===== config.mk =====
export PLATFORM = sky130hd
export DESIGN_NAME = coproc_instr_decoder
export DESIGN_NICKNAME = d
export VERILOG_FILES = /design/src/rtl/coproc_pkg.sv /design/src/rtl/instr_field_unpack.sv /design/src/rtl/coproc_instr_decoder.sv
export SDC_FILE = /design/constraint.sdc
export NUM_CORES = 1
export LEC_CHECK = 0
export CAP_MARGIN = 40
export CORE_AREA = 2 2 103 105
export CTS_CLUSTER_DIAMETER = 100
export DETAILED_ROUTE_END_ITERATION = 7
export DIE_AREA = 0 0 105 107
export PLACE_DENSITY = 0.79
export SLEW_MARGIN = 20
export SYNTH_ARGS = -nofsm -noshare
export SYNTH_HDL_FRONTEND = slang
export SYNTH_HIERARCHICAL = 1
export SYNTH_SLANG_ARGS = --single-unit

===== constraint.sdc =====
create_clock -name clk -period 2.6 [get_ports clk]
set_input_delay 0.52 -clock clk [delete_from_list [all_inputs] [get_ports clk]]
set_output_delay 0.52 -clock clk [all_outputs]
set_load 0.02 [all_outputs]

===== src/rtl/coproc_pkg.sv =====
// Shared constants for the coprocessor instruction decoder: opcodes, field positions, geometry,
// bank IDs and the decoder state type.
package coproc_pkg;

   localparam int unsigned DIM = 5;
   localparam int unsigned EW  = 8;
   localparam int unsigned IW  = 22;
   localparam int unsigned AW  = 5;

   // Instruction word: {E1, E0, ID, LIN, COL, OP}
   localparam int unsigned OP_LSB  = 0;
   localparam int unsigned OP_MSB  = 3;
   localparam int unsigned COL_LSB = 4;
   localparam int unsigned COL_MSB = 6;
   localparam int unsigned LIN_LSB = 7;
   localparam int unsigned LIN_MSB = 9;
   localparam int unsigned ID_LSB  = 10;
   localparam int unsigned ID_MSB  = 11;
   localparam int unsigned E0_LSB  = 12;
   localparam int unsigned E0_MSB  = 16;
   localparam int unsigned E1_LSB  = 17;
   localparam int unsigned E1_MSB  = 21;

   localparam logic [3:0] OP_NOP        = 4'h0;
   localparam logic [3:0] OP_READ       = 4'h1;
   localparam logic [3:0] OP_WRITE      = 4'h2;
   localparam logic [3:0] OP_EXEC_FIRST = 4'h3;
   localparam logic [3:0] OP_SCALAR     = 4'h8;
   localparam logic [3:0] OP_DET_FIRST  = 4'h9;
   localparam logic [3:0] OP_EXEC_LAST  = 4'hC;

   localparam logic [1:0] BANK_A = 2'd0;
   localparam logic [1:0] BANK_B = 2'd1;
   localparam logic [1:0] BANK_C = 2'd2;

   typedef enum logic [2:0] {
      StIdle,
      StWr0,
      StWr1,
      StRd0,
      StRd1,
      StRd2,
      StExec
   } state_e;

endpackage


===== src/rtl/instr_field_unpack.sv =====
// Combinational unpacking of a latched instruction: field slicing, element sign-extension,
// linear index with range checks and the ALU argument.
module instr_field_unpack
   import coproc_pkg::*;
#(
   parameter int unsigned Dim = DIM,
   parameter int unsigned Ew  = EW
) (
   input  logic [IW-1:0] instr,
   output logic [3:0]    op,
   output logic [1:0]    id,
   output logic [Ew-1:0] e0_ext,
   output logic [Ew-1:0] e1_ext,
   output logic [AW-1:0] idx,
   output logic [AW-1:0] idx_nxt,
   output logic          idx_ok,
   output logic          idx_nxt_ok,
   output logic [7:0]    alu_arg
);

   logic [2:0] lin;
   logic [2:0] col;
   logic [4:0] e0;
   logic [4:0] e1;
   logic [7:0] idx_w;
   logic [7:0] idx_nxt_w;

   assign op  = instr[OP_MSB:OP_LSB];
   assign col = instr[COL_MSB:COL_LSB];
   assign lin = instr[LIN_MSB:LIN_LSB];
   assign id  = instr[ID_MSB:ID_LSB];
   assign e0  = instr[E0_MSB:E0_LSB];
   assign e1  = instr[E1_MSB:E1_LSB];

   assign e0_ext = {{(Ew-5){e0[4]}}, e0};
   assign e1_ext = {{(Ew-5){e1[4]}}, e1};

   // Index is formed wide so LIN/COL combinations beyond the matrix never alias a legal address.
   assign idx_w      = ({5'd0, lin} * 8'(Dim)) + {5'd0, col};
   assign idx_nxt_w  = idx_w + 8'd1;
   assign idx_ok     = idx_w < 8'(Dim * Dim);
   assign idx_nxt_ok = idx_nxt_w < 8'(Dim * Dim);
   assign idx        = idx_w[AW-1:0];
   assign idx_nxt    = idx_nxt_w[AW-1:0];

   always_comb begin
      alu_arg = 8'h00;
      if (op == OP_SCALAR) begin
         alu_arg = instr[ID_MSB:COL_LSB];
      end else if (op >= OP_DET_FIRST && op <= OP_EXEC_LAST) begin
         alu_arg = {4'h0, op - 4'd7};
      end
   end

endmodule


===== src/rtl/coproc_instr_decoder.sv =====
// Host instruction receiver: latches one instruction per accept pulse and sequences bank
// writes/reads and ALU dispatch. ILLEGAL_OP_TRAP_EN turns opcodes 1101..1111 into error traps.
module coproc_instr_decoder
   import coproc_pkg::*;
#(
   parameter int unsigned Dim = DIM,
   parameter int unsigned Ew  = EW
) (
   input  logic          clk,
   input  logic          rst,
   input  logic [IW-1:0] instr,
   input  logic          instr_valid,
   output logic          busy,
   output logic          mem_we,
   output logic [1:0]    mem_sel,
   output logic [AW-1:0] mem_addr,
   output logic [Ew-1:0] mem_wdata,
   input  logic [Ew-1:0] mem_rdata,
   output logic          alu_start,
   output logic [3:0]    alu_op,
   output logic [7:0]    alu_arg,
   input  logic          alu_done,
   input  logic [15:0]   alu_result,
   output logic [15:0]   result_out,
   output logic          err
);

   state_e        state_q, state_d;
   logic          pend_q, pend_d;
   logic [IW-1:0] instr_q, instr_d;
   logic          mem_we_q, mem_we_d;
   logic [1:0]    mem_sel_q, mem_sel_d;
   logic [AW-1:0] mem_addr_q, mem_addr_d;
   logic [Ew-1:0] mem_wdata_q, mem_wdata_d;
   logic          alu_start_q, alu_start_d;
   logic [3:0]    alu_op_q, alu_op_d;
   logic [7:0]    alu_arg_q, alu_arg_d;
   logic [Ew-1:0] lo_q, lo_d;
   logic [15:0]   result_q, result_d;
   logic          err_q, err_d;

   logic [3:0]    f_op;
   logic [1:0]    f_id;
   logic [Ew-1:0] f_e0, f_e1, rd_hi;
   logic [AW-1:0] f_idx, f_idx_nxt;
   logic          f_idx_ok, f_idx_nxt_ok;
   logic [7:0]    f_arg;

   instr_field_unpack #(
      .Dim (Dim),
      .Ew  (Ew)
   ) u_unpack (
      .instr      (instr_q),
      .op         (f_op),
      .id         (f_id),
      .e0_ext     (f_e0),
      .e1_ext     (f_e1),
      .idx        (f_idx),
      .idx_nxt    (f_idx_nxt),
      .idx_ok     (f_idx_ok),
      .idx_nxt_ok (f_idx_nxt_ok),
      .alu_arg    (f_arg)
   );

   assign rd_hi = f_idx_nxt_ok ? mem_rdata : '0;

   always_comb begin
      state_d     = state_q;
      pend_d      = pend_q;
      instr_d     = instr_q;
      mem_we_d    = 1'b0;
      mem_sel_d   = mem_sel_q;
      mem_addr_d  = mem_addr_q;
      mem_wdata_d = mem_wdata_q;
      alu_start_d = 1'b0;
      alu_op_d    = alu_op_q;
      alu_arg_d   = alu_arg_q;
      lo_d        = lo_q;
      result_d    = result_q;
      err_d       = err_q;

      // Only an idle decoder with nothing waiting for decode may take a new instruction.
      if (instr_valid) begin
         if (state_q == StIdle && !pend_q) begin
            instr_d = instr;
            pend_d  = 1'b1;
         end else begin
            err_d = 1'b1;
         end
      end

      unique case (state_q)
         StIdle: begin
            if (pend_q) begin
               pend_d = 1'b0;
               if (f_op == OP_READ) begin
                  state_d    = StRd0;
                  mem_sel_d  = f_id;
                  mem_addr_d = f_idx;
               end else if (f_op == OP_WRITE) begin
                  state_d     = StWr0;
                  mem_sel_d   = f_id;
                  mem_addr_d  = f_idx;
                  mem_wdata_d = f_e0;
                  mem_we_d    = f_idx_ok;
                  if (!f_idx_ok) begin
                     err_d = 1'b1;
                  end
               end else if (f_op >= OP_EXEC_FIRST && f_op <= OP_EXEC_LAST) begin
                  state_d     = StExec;
                  alu_start_d = 1'b1;
                  alu_op_d    = f_op;
                  alu_arg_d   = f_arg;
               end
`ifdef ILLEGAL_OP_TRAP_EN
               else if (f_op > OP_EXEC_LAST) begin
                  err_d    = 1'b1;
                  result_d = 16'hEEE0 | {12'h000, f_op};
               end
`endif
            end
         end
         StWr0: begin
            state_d     = StWr1;
            mem_we_d    = f_idx_ok && f_idx_nxt_ok;
            mem_addr_d  = f_idx_nxt;
            mem_wdata_d = f_e1;
         end
         StWr1: state_d = StIdle;
         StRd0: begin
            state_d    = StRd1;
            mem_addr_d = f_idx_nxt;
         end
         StRd1: begin
            state_d = StRd2;
            lo_d    = f_idx_ok ? mem_rdata : '0;
         end
         StRd2: begin
            state_d  = StIdle;
            result_d = 16'({rd_hi, lo_q});
         end
         StExec: begin
            if (alu_done) begin
               result_d = alu_result;
               state_d  = StIdle;
            end
         end
         default: state_d = StIdle;
      endcase
   end

   always_ff @(posedge clk) begin
      if (rst) begin
         state_q     <= StIdle;
         pend_q      <= 1'b0;
         instr_q     <= '0;
         mem_we_q    <= 1'b0;
         mem_sel_q   <= BANK_A;
         mem_addr_q  <= '0;
         mem_wdata_q <= '0;
         alu_start_q <= 1'b0;
         alu_op_q    <= OP_NOP;
         alu_arg_q   <= '0;
         lo_q        <= '0;
         result_q    <= '0;
         err_q       <= 1'b0;
      end else begin
         state_q     <= state_d;
         pend_q      <= pend_d;
         instr_q     <= instr_d;
         mem_we_q    <= mem_we_d;
         mem_sel_q   <= mem_sel_d;
         mem_addr_q  <= mem_addr_d;
         mem_wdata_q <= mem_wdata_d;
         alu_start_q <= alu_start_d;
         alu_op_q    <= alu_op_d;
         alu_arg_q   <= alu_arg_d;
         lo_q        <= lo_d;
         result_q    <= result_d;
         err_q       <= err_d;
      end
   end

   assign busy       = (state_q != StIdle);
   assign mem_we     = mem_we_q;
   assign mem_sel    = mem_sel_q;
   assign mem_addr   = mem_addr_q;
   assign mem_wdata  = mem_wdata_q;
   assign alu_start  = alu_start_q;
   assign alu_op     = alu_op_q;
   assign alu_arg    = alu_arg_q;
   assign result_out = result_q;
   assign err        = err_q;

endmodule


# Yosys cells after proc, flatten, opt, wreduce, memory -nomap -nowiden

Cells that the tools add are included.

$add $sub $neg: 3
Equality and inequality tests: 14
Bitwise logic cells: 4
$lt $le $gt $ge: 5
Shifts and indexed selects: 0
Reduce and logical (&&, ||, !) cells: 20
Multiplexer cells: 38
Div/mod/pow operators: 0
Multiply operators: 1

Operators by type and width:

| kind                                                                   | count |
|---|---|
| 8-bit 2-to-1 mux                                                       | 6 |
| 16-bit case mux with 2 select lines                                    | 1 |
| 8-bit by 5-bit < comparator with 1-bit output (second input constant)  | 2 |
| 16-bit 2-to-1 mux                                                      | 1 |
| 8-bit case mux with 2 select lines                                     | 1 |
| 1-bit 2-to-1 mux                                                       | 15 |
| 3-bit 2-to-1 mux                                                       | 5 |
| 5-bit 2-to-1 mux                                                       | 3 |
| 3-bit case mux with 5 select lines                                     | 1 |
| 5-bit case mux with 2 select lines                                     | 1 |
| 3-bit equality test (second input constant)                            | 3 |
| 3-bit AND reduction                                                    | 3 |
| 8-bit by 1-bit adder with 8-bit output (second input constant)         | 1 |
| 2-bit nonzero test                                                     | 4 |
| 6-bit by 3-bit adder with 7-bit output                                 | 1 |
| 3-bit by 3-bit multiplier with 6-bit output (second input constant)    | 1 |
| 2-bit != test (second input constant)                                  | 3 |
| 5-bit AND reduction                                                    | 1 |
| 5-bit OR reduction                                                     | 1 |
| 4-bit by 1-bit equality test with 1-bit output (second input constant) | 1 |
| 4-bit by 2-bit equality test with 1-bit output (second input constant) | 1 |
| 4-bit equality test (second input constant)                            | 1 |
| 4-bit by 2-bit >= comparator with 1-bit output (second input constant) | 1 |
| 4-bit >= comparator (second input constant)                            | 1 |
| 18 further kinds                                                       | 26 |

Input port bits: 50
Memories kept: 0
Logic and storage cells: 98
Memory bits (writable): 0
Bits in latches: 0
Flip-flop bits (word level): 80
Memory bits (read-only): 0
Output and inout port bits: 47

# Depth between registers and ports, before layout

Gate-level depths: netlist (run 1).

Word-level depth: 9
Gate-level depth with buffers: 11
Depth with buffers taken out: 10

# Cells and area by module

Netlist (run 1), hierarchy kept.

By module, submodules not included:

| module               | sequential area each (sq um) | cells each | area each (sq um) | instances |
|---|---|---|---|---|
| coproc_instr_decoder | 1601.5                       | 395        | 3309.4            | 1 |
| instr_field_unpack   | 0.0                          | 83         | 648.1             | 1 |

# Worst setup path before layout (run 1)

No wires, ideal clock.

Kind: register -> register
Start point: register instr_q[7]
End point: register result_q[10], in the netlist result_out[10]
Period minus slack after synthesis: 2.717 ns
Setup time: 0.091 ns
Path slack: -0.117 ns
Buffers on the path: 1
Stages on the path, launching flop included: 11
Data arrival time: 2.626 ns
Required time: 2.509 ns
Cell sequence: dfxtp_1 -> ha_1 -> ha_1 -> fa_1 -> and2_1 -> maj3_2 -> nor3_2 -> o2bb2ai_1 -> clkbuf_1 -> nand3_1 -> a311oi_1

Longest elaborated chain between the ends: 6

Ends and longest elaborated chain:

| element                                       | RTL line                    | source |
|---|---|---|
| start: declaration                            | coproc_instr_decoder.sv:30  | `logic [IW-1:0] instr_q, instr_d;` |
| start signal: assignment                      | coproc_instr_decoder.sv:170 | `instr_q <= instr_d;` |
| 3-bit by 3-bit multiplier with 6-bit output   | instr_field_unpack.sv:39    | `assign idx_w = ({5'd0, lin} * 8'(Dim)) + {5'd0, col};` |
| 6-bit by 3-bit adder with 7-bit output        | instr_field_unpack.sv:39    |  |
| named net f_idx[2]                            | coproc_instr_decoder.sv:45  | `logic [AW-1:0] f_idx, f_idx_nxt;` |
| 8-bit by 1-bit adder with 8-bit output        | instr_field_unpack.sv:40    | `assign idx_nxt_w = idx_w + 8'd1;` |
| 8-bit by 5-bit < comparator with 1-bit output | instr_field_unpack.sv:42    | `assign idx_nxt_ok = idx_nxt_w < 8'(Dim * Dim);` |
| named net f_idx_nxt_ok                        | coproc_instr_decoder.sv:46  | `logic f_idx_ok, f_idx_nxt_ok;` |
| 8-bit 2-to-1 mux                              | coproc_instr_decoder.sv:65  | `assign rd_hi = f_idx_nxt_ok ? mem_rdata : '0;` |
| 16-bit case mux with 2 select lines           | coproc_instr_decoder.sv:92  | `unique case (state_q)` |
| end signal: assignment                        | coproc_instr_decoder.sv:179 | `result_q <= result_d;` |
| end: declaration                              | coproc_instr_decoder.sv:39  | `logic [15:0] result_q, result_d;` |

The timed path passes the listed nets, and every way through them passes these cells.
A chain may end at the register's enable or synchronous reset.

# Worst setup path after layout (run 1)

Start point: register instr_q[7]
End point: register result_q[11], in the netlist result_out[11]

The elaborated chain is that of the path after synthesis.

==> results of run 1 <==
worst register-to-register path, delay by kind of cell, from the launching register on:
family / cells / cell delay (ns)
simple gates: 3 / 0.28
compound gates: 2 / 0.52
fa+ha+maj: 4 / 1.11
buf+inv: 2 / 0.30
flops: 1 / 0.35
where the power goes:
part,internal [mW],switching (mW)
Clock,0.635,0.440
Sequential,1.31,0.0809
Combinational,0.373,0.413
Total,2.31,0.934
metrics by stage:
stage / total power, mW / instances / hold slack [ns] / TNS (ns) / setup slack [ns]
after floorplan: 1.89 / 478 / 0.432 / 0 / 0.0286
after global placement: 2.10 / 675 / 0.440 / 0 / 0.0117
after detailed placement: 2.13 / 675 / 0.444 / -0.431 / -0.0823
after CTS: 3.23 / 693 / 0.456 / -0.222 / -0.0301
after global routing: 3.41 / 694 / 0.467 / -1.11 / -0.126
final: 3.25 / 694 / 0.451 / -0.175 / -0.0411
sequential cells by signal, indices dropped and copies added, names as in the netlist:
name,cells
lo_q,8
mem_we,1
result_out,16
alu_arg,8
alu_start,1
err,1
state_q,3
alu_op,4
mem_addr,5
pend_q,1
instr_q,22
mem_sel,2
mem_wdata,8
worst max-delay path by stage:
stage | start | to | slack (ns)
floorplan | instr_q[7] | mem_we | 0.03
global placement | instr_q[7] | result_out[9] | 0.01
detailed placement | instr_q[7] | result_out[12] | -0.08
CTS | instr_q[9] | result_out[9] | -0.03
global route | instr_q[7] | result_out[13] | -0.13
finish | instr_q[7] | result_out[11] | -0.04
layout make-up:
type,instances,area share
Inverter,14,0.00978
Multi-Input combinational cell,331,0.404
Clock inverter,5,0.0193
Sequential cell,80,0.299
Tap cell,136,0.0317
Timing Repair Buffer,118,0.213
Clock buffer,10,0.0237
timing repair:
| action | 4_1_cts | 5_1_grt |
|---|---|---|
| setup buffers | 2 | 1 |
| resized for setup | 15 | 19 |
| cloned | 1 | 0 |
| endpoints found under the setup margin | 9 | 18 |
| pin swaps | 10 | 15 |
layer usage:
layer,vias up,share of wire
met5,-,0
met4,0,0.025
met1,1708,0.44
met3,22,0.053
li1,1789,-
met2,110,0.48
logic make-up after synthesis:
| group | count (synthesis) | share of synthesized area |
|---|---|---|
| compound gates | 92 | 0.158 |
| mux | 25 | 0.0632 |
| buf+inv | 67 | 0.0892 |
| flops | 80 | 0.405 |
| simple gates | 193 | 0.223 |
| xor+xnor | 6 | 0.0133 |
| fa+ha+maj | 15 | 0.0490 |
cell usage in the layout, fill, tap and decap left out, types with 2 or more instances in the layout:
| cell type | count |
|---|---|
| dfxtp_2 | 3 |
| o211ai_1 | 2 |
| o22ai_1 | 2 |
| or3_1 | 2 |
| ha_4 | 5 |
| clkbuf_8 | 9 |
| bufinv_16 | 3 |
| buf_4 | 18 |
| and3_1 | 6 |
| nor2_1 | 48 |
| dfxtp_1 | 77 |
| xnor2_1 | 4 |
| a311oi_1 | 12 |
| a22oi_1 | 3 |
| nand3_2 | 7 |
| a311oi_2 | 4 |
| nand4_1 | 2 |
| nor2b_1 | 4 |
| a211oi_1 | 13 |
| clkdlybuf4s50_1 | 95 |
| buf_6 | 3 |
| a21oi_2 | 2 |
| nor4_1 | 3 |
| mux2i_1 | 25 |
| nand3_1 | 16 |
| a31oi_1 | 2 |
| nand2b_1 | 4 |
| ha_1 | 8 |
| o21ai_0 | 2 |
| inv_1 | 13 |
| nand2_1 | 85 |
| a21oi_1 | 42 |
synthesized netlist by cell type, drive strengths merged (3+ instances only):
cell,number,area [um2]
buf,32,221
nand2b,4,25.0
a21oi,45,236
nand3,23,115
ha,13,163
a22oi,3,22.5
mux2i,25,250
nand2,85,319
clkbuf,21,78.8
dfxtp,80,1600
nor2,49,191
a211oi,13,97.6
nor4,4,25.0
a311oi,16,140
and3,7,45.1
inv,14,52.6
nor2b,4,25.0
xnor2,5,43.8
and2,3,18.8
==> flow_metrics.tcl, run 1 <==
set metrics [dict create \
    slew-limit-headroom 0.436 \
    cp_num_cells 11 \
    startpoint_type "register" \
    antenna_left 0 \
    row_count 37 \
    cp_cell_sequence "buf_6, ha_4, ha_4, fa_2, and2_4, maj3_2, nor3_2, o2bb2ai_2, buf_6, nand3_1, a311oi_1" \
    die_area_um2 11200 \
    worstSetupEndpointType "register" \
    cts_buffers 9 \
    first_pass_iters 6 \
    drt-initial-drc-count 247 \
    worstHoldPathType "reg2reg" \
    drc 0 \
    worst-r2r-setup-slack_ns -0.04 \
    clk_path_buf_depth 2 \
    track_usage 0.183 \
    use_met3 0.0492 \
    max_cap_viol_count 0 \
    finish.utilization 0.533 \
    synth_edf_count 0 \
    cts_tree "done" \
    timing.rr.start "instr_q[7]" \
    drv_slew 0 \
    drive_gt1_frac 0.136 \
    port_buffers 96 \
    route.detailed.vias_per_inst 5.23 \
    postCtsHoldBufs 0 \
    cpLargestDelayFamily "adder cells" \
    synth_nets 542 \
    nFillCells 940 \
    gp_congestion 0.824 \
    busiest_layer "met2" \
    ys_types 51 \
    met1_usage 0.217 \
    fin_worst_skew_ns 0.00932 \
    critPathKind "reg2reg" \
    syn-cell-area_um2 3960 \
    worstPathArrival_ns 2.91 \
    grt_pass1_vias 3588 \
    ir_drop_v 0.000260 \
    vias 3629 \
    fin_nets 618 \
    cts_max_level 3 \
    yosysWarnings 6 \
    antenna_found_initial 0 \
    worstPathMaxFanout 5 \
    setup-violations-final 6 \
    final_cell_area_um2 5380 \
    fmax_mhz 379 \
    worst_pin_slew_ns 0.844 \
    p_per_area_nw_per_um2 604 \
    worstPathRequired_ns 2.87 \
    slowest_stage "fa_2" \
    holdCritStartpoint "err" \
    hold_violations 0 \
    multi_input_area_um2 2170 \
    ys_seq_area_frac 0.405 \
    diodes 0 \
    clkSinkCount 80 \
    placed_cell_area_um2 4940 \
    p_leak_nw 1.97 \
    routedWlPerCell_um 14.7 \
    dpl.hpwl_um 7390 \
    fin_crit_sh 1.02 \
    final-seq-area_um2 1610 \
    grt_overflow 0 \
    path_buf_inv 2 \
    clkTransAtPathRegs_ns 0.08 \
    synth-seq-cells 80 \
    post-route-min-period_ns 2.64 \
    routed_wl_um 10200 \
    ys.flop_type "dfxtp_1" \
    grt_pass1_wl_um 16600 \
    root_buffer "clkbuf_8" \
    layout_setup_ws_ns -0.0411 \
    max_stage_delay_ns 0.60 \
    status "complete, but fails checks" \
    failed_checks "negative setup slack" \
    gr-usage-met2 0.306 \
    reg2regPathDepth 11 \
    rsz0062_at_grt "yes" \
    synth_async_sr_flop_share 0 \
    hold_path_end "err" \
    r2r-end "result_out[11]" \
    area_growth_pct 35.8 \
    io_pins 97 \
    die_h_um 107 \
    grt_max_degree 39 \
    die_w_um 105 \
    synthCells 478 \
    syn_avg_cell_area_um2 8.28 \
    clk_latency_ns 0.36 \
    hold_path_depth 2 \
    core_um2 10100 \
    start_util 0.392 \
]
(Power assumes the default switching activity.)
==> run 2: changes to the inputs <==
ABC_AREA = 1   (was default)
CORE_AREA = 2 2 105 107   (was 2 2 103 105)
DIE_AREA = 0 0 107 109   (was 0 0 105 107)
SLEW_MARGIN = 40   (was 20)
==> flow_metrics.tcl, run 2 <==
set metrics [dict create \
    fin_worst_skew_ns 0.00987 \
    synth_top_area_cell "dfxtp_1" \
    core_um2 10600 \
    port_buffers 96 \
    drc 0 \
    ys_seq_area_frac 0.390 \
    syn_avg_cell_area_um2 6.77 \
    die_w_um 107 \
    post-route-min-period_ns 2.51 \
    max_cap_viol_count 0 \
    layout_setup_ws_ns 0.0936 \
    pwr-share-comb 0.431 \
    first_pass_iters 4 \
    largest_register_ffs 22 \
    p_leak_nw 2.26 \
    critPathKind "reg2reg" \
    regMostFlops "instr_q" \
    finish.utilization 0.503 \
    yosysWarnings 6 \
    cts_buffers 9 \
    worstHoldPathType "reg2reg" \
    grt_pass1_vias 3494 \
    nFillCells 1046 \
    root_buffer "clkbuf_8" \
    synth.top_cell.area_share 0.390 \
    worstSetupEndpointType "register" \
    cp_common_cell "nand2_1" \
    drive_gt1_frac 0.0965 \
    slew-limit-headroom 0.612 \
    synth_async_sr_flop_share 0 \
    route.detailed.vias_per_inst 4.76 \
    final_common_cell "nand2_1" \
    worstPathArrival_ns 2.75 \
    hold_violations 0 \
    startpoint_type "register" \
    synthTopCellsByArea "dfxtp_1, nand2_1, a21oi_1" \
    cts_max_level 3 \
    die_area_um2 11700 \
    yosys.cell_count.top_type "nand2_1" \
    dp_slack_ns -0.138 \
    start_util 0.388 \
    p_switching_mw 1.87 \
    pwr-share-clk 0.216 \
    final_cell_mix "nand2_1, clkdlybuf4s50_1, dfxtp_1" \
    dpl.hpwl_um 7280 \
    synth_edf_count 0 \
    die_h_um 109 \
    antenna_left 0 \
    fmax_mhz 399 \
    clkTransAtPathRegs_ns 0.08 \
    antenna_found_initial 0 \
    clk_path_buf_depth 2 \
    drv_slew 0 \
    status "completed" \
    synth-seq-cells 80 \
    p_per_area_nw_per_um2 881 \
    ir_drop_v 0.000458 \
    vias 3923 \
    drt-initial-drc-count 247 \
    worst_pin_slew_ns 0.582 \
    cts_tree "done" \
    max_stage_delay_ns 0.63 \
    grt_overflow 0 \
    worstPathRequired_ns 2.84 \
    worstPathMaxFanout 4 \
    synth_nets 672 \
    diodes 0 \
    power_frac_seq 0.353 \
    clk_latency_ns 0.34 \
    area_growth_pct 29.8 \
    fin_nets 744 \
    path_buf_inv 2 \
    track_usage 0.173 \
    fin_crit_sh 0.964 \
    io_pins 97 \
    setup-violations-final 0 \
    ys_types 24 \
    grt_pass1_wl_um 16200 \
    slowest_stage "fa_2" \
    routedWlPerCell_um 12.6 \
    grt_max_degree 51 \
    syn-cell-area_um2 4110 \
    synthCells 607 \
    ys.flop_type "dfxtp_1" \
    synth_common_cells "nand2_1, dfxtp_1, nor2_1" \
    cp_cell_sequence "ha_4, ha_4, fa_2, nand3_4, nand2_1, nand3_1, nand2_1, nand2_1, nand2_2, clkinvlp_4, buf_4, a21oi_2, nor2_1" \
    routed_wl_um 10300 \
    row_count 38 \
    p_sw_frac 0.398 \
    gp_congestion 0.863 \
    p_int_mw 2.83 \
    clkSinkCount 80 \
    cpLargestDelayFamily "adder cells" \
]
## run 2: through the flow
| step | cells | TNS [ns] | hold WS, ns | total power, mW | instance area, um2 |
|---|---|---|---|---|---|
| finish | 824 | 0 | 0.464 | 4.70 | 5340 |
| global route | 824 | -0.0322 | 0.481 | 5.07 | 5340 |
| CTS | 824 | 0 | 0.466 | 4.65 | 5270 |
| detailed placement | 806 | -0.888 | 0.454 | 3.62 | 5030 |
| global placement | 806 | -0.530 | 0.450 | 3.60 | 5030 |
| floorplan | 607 | 0 | 0.440 | 3.08 | 4110 |
## run 2: worst paths after layout
kind	from	to	slack [ns]	cells after the start
worst max-delay path	instr_q[7]	mem_we	0.09	13
worst min-delay path	instr_q[13]	instr_q[13]	0.46	2
worst max register to register	instr_q[7]	mem_we	0.09	13
worst min register to register	instr_q[13]	instr_q[13]	0.46	2
## run 2: final cells by class
type / count / area, um2 / area share
Tap cell: 140 / 175 / 0.0328
Clock buffer: 10 / 138 / 0.0258
Timing Repair inverter: 1 / 7.51 / 0.00141
Inverter: 56 / 215 / 0.0403
Clock inverter: 6 / 82.6 / 0.0155
Multi-Input combinational cell: 422 / 2060 / 0.386
Sequential cell: 80 / 1610 / 0.301
Timing Repair Buffer: 109 / 1050 / 0.197
## run 2: worst min-delay path: cells and delay by family (launching register included)
family             cells  cell delay (ns)
AOI/OAI and AO/OA      1             0.05
DFF                    1             0.31
and+or+nand+nor        1             0.06
## run 2: logic make-up (layout without fill, tap and decap cells)
| logic type | Yosys count | in the layout | share of synthesized area |
|---|---|---|---|
| AO/OA/AOI/OAI | 98 | 98 | 0.119 |
| XOR/XNOR | 2 | 2 | 0.00426 |
| adder cells (fa/ha/maj) | 15 | 15 | 0.0475 |
| buffers and inverters | 105 | 182 | 0.126 |
| flip-flops | 80 | 80 | 0.390 |
| AND/OR/NAND/NOR | 307 | 307 | 0.313 |
## run 2: timing repair
action | in CTS | in global routing
gates cloned | 1 | 0
setup endpoints to repair | 9 | 19
endpoints found under the hold margin | 0 | 0
resized for setup | 4 | 16
pin swaps | 2 | 5
hold buffers | 0 | 0
buffers inserted | 1 | 0
## run 2: routing by layer
| metal | vias up | wire length [um] | track usage |
|---|---|---|---|
| met5 | - | 0 | 0 |
| met1 | 1757 | 4530 | 0.214 |
| met2 | 97 | 5100 | 0.300 |
| met3 | 24 | 455 | 0.0347 |
| li1 | 2045 | - | - |
| met4 | 0 | 259 | 0.0622 |
## run 2: power groups by stage
stage          clock network (mW)  logic [mW]  registers [mW]
3_3_place_gp                    0        1.93            1.67
5_1_grt                      1.10        2.27            1.70
2_1_floorplan                   0        1.32            1.76
4_1_cts                      1.04        1.97            1.65
6_report                     1.01        2.02            1.66
3_5_place_dp                    0        1.94            1.68
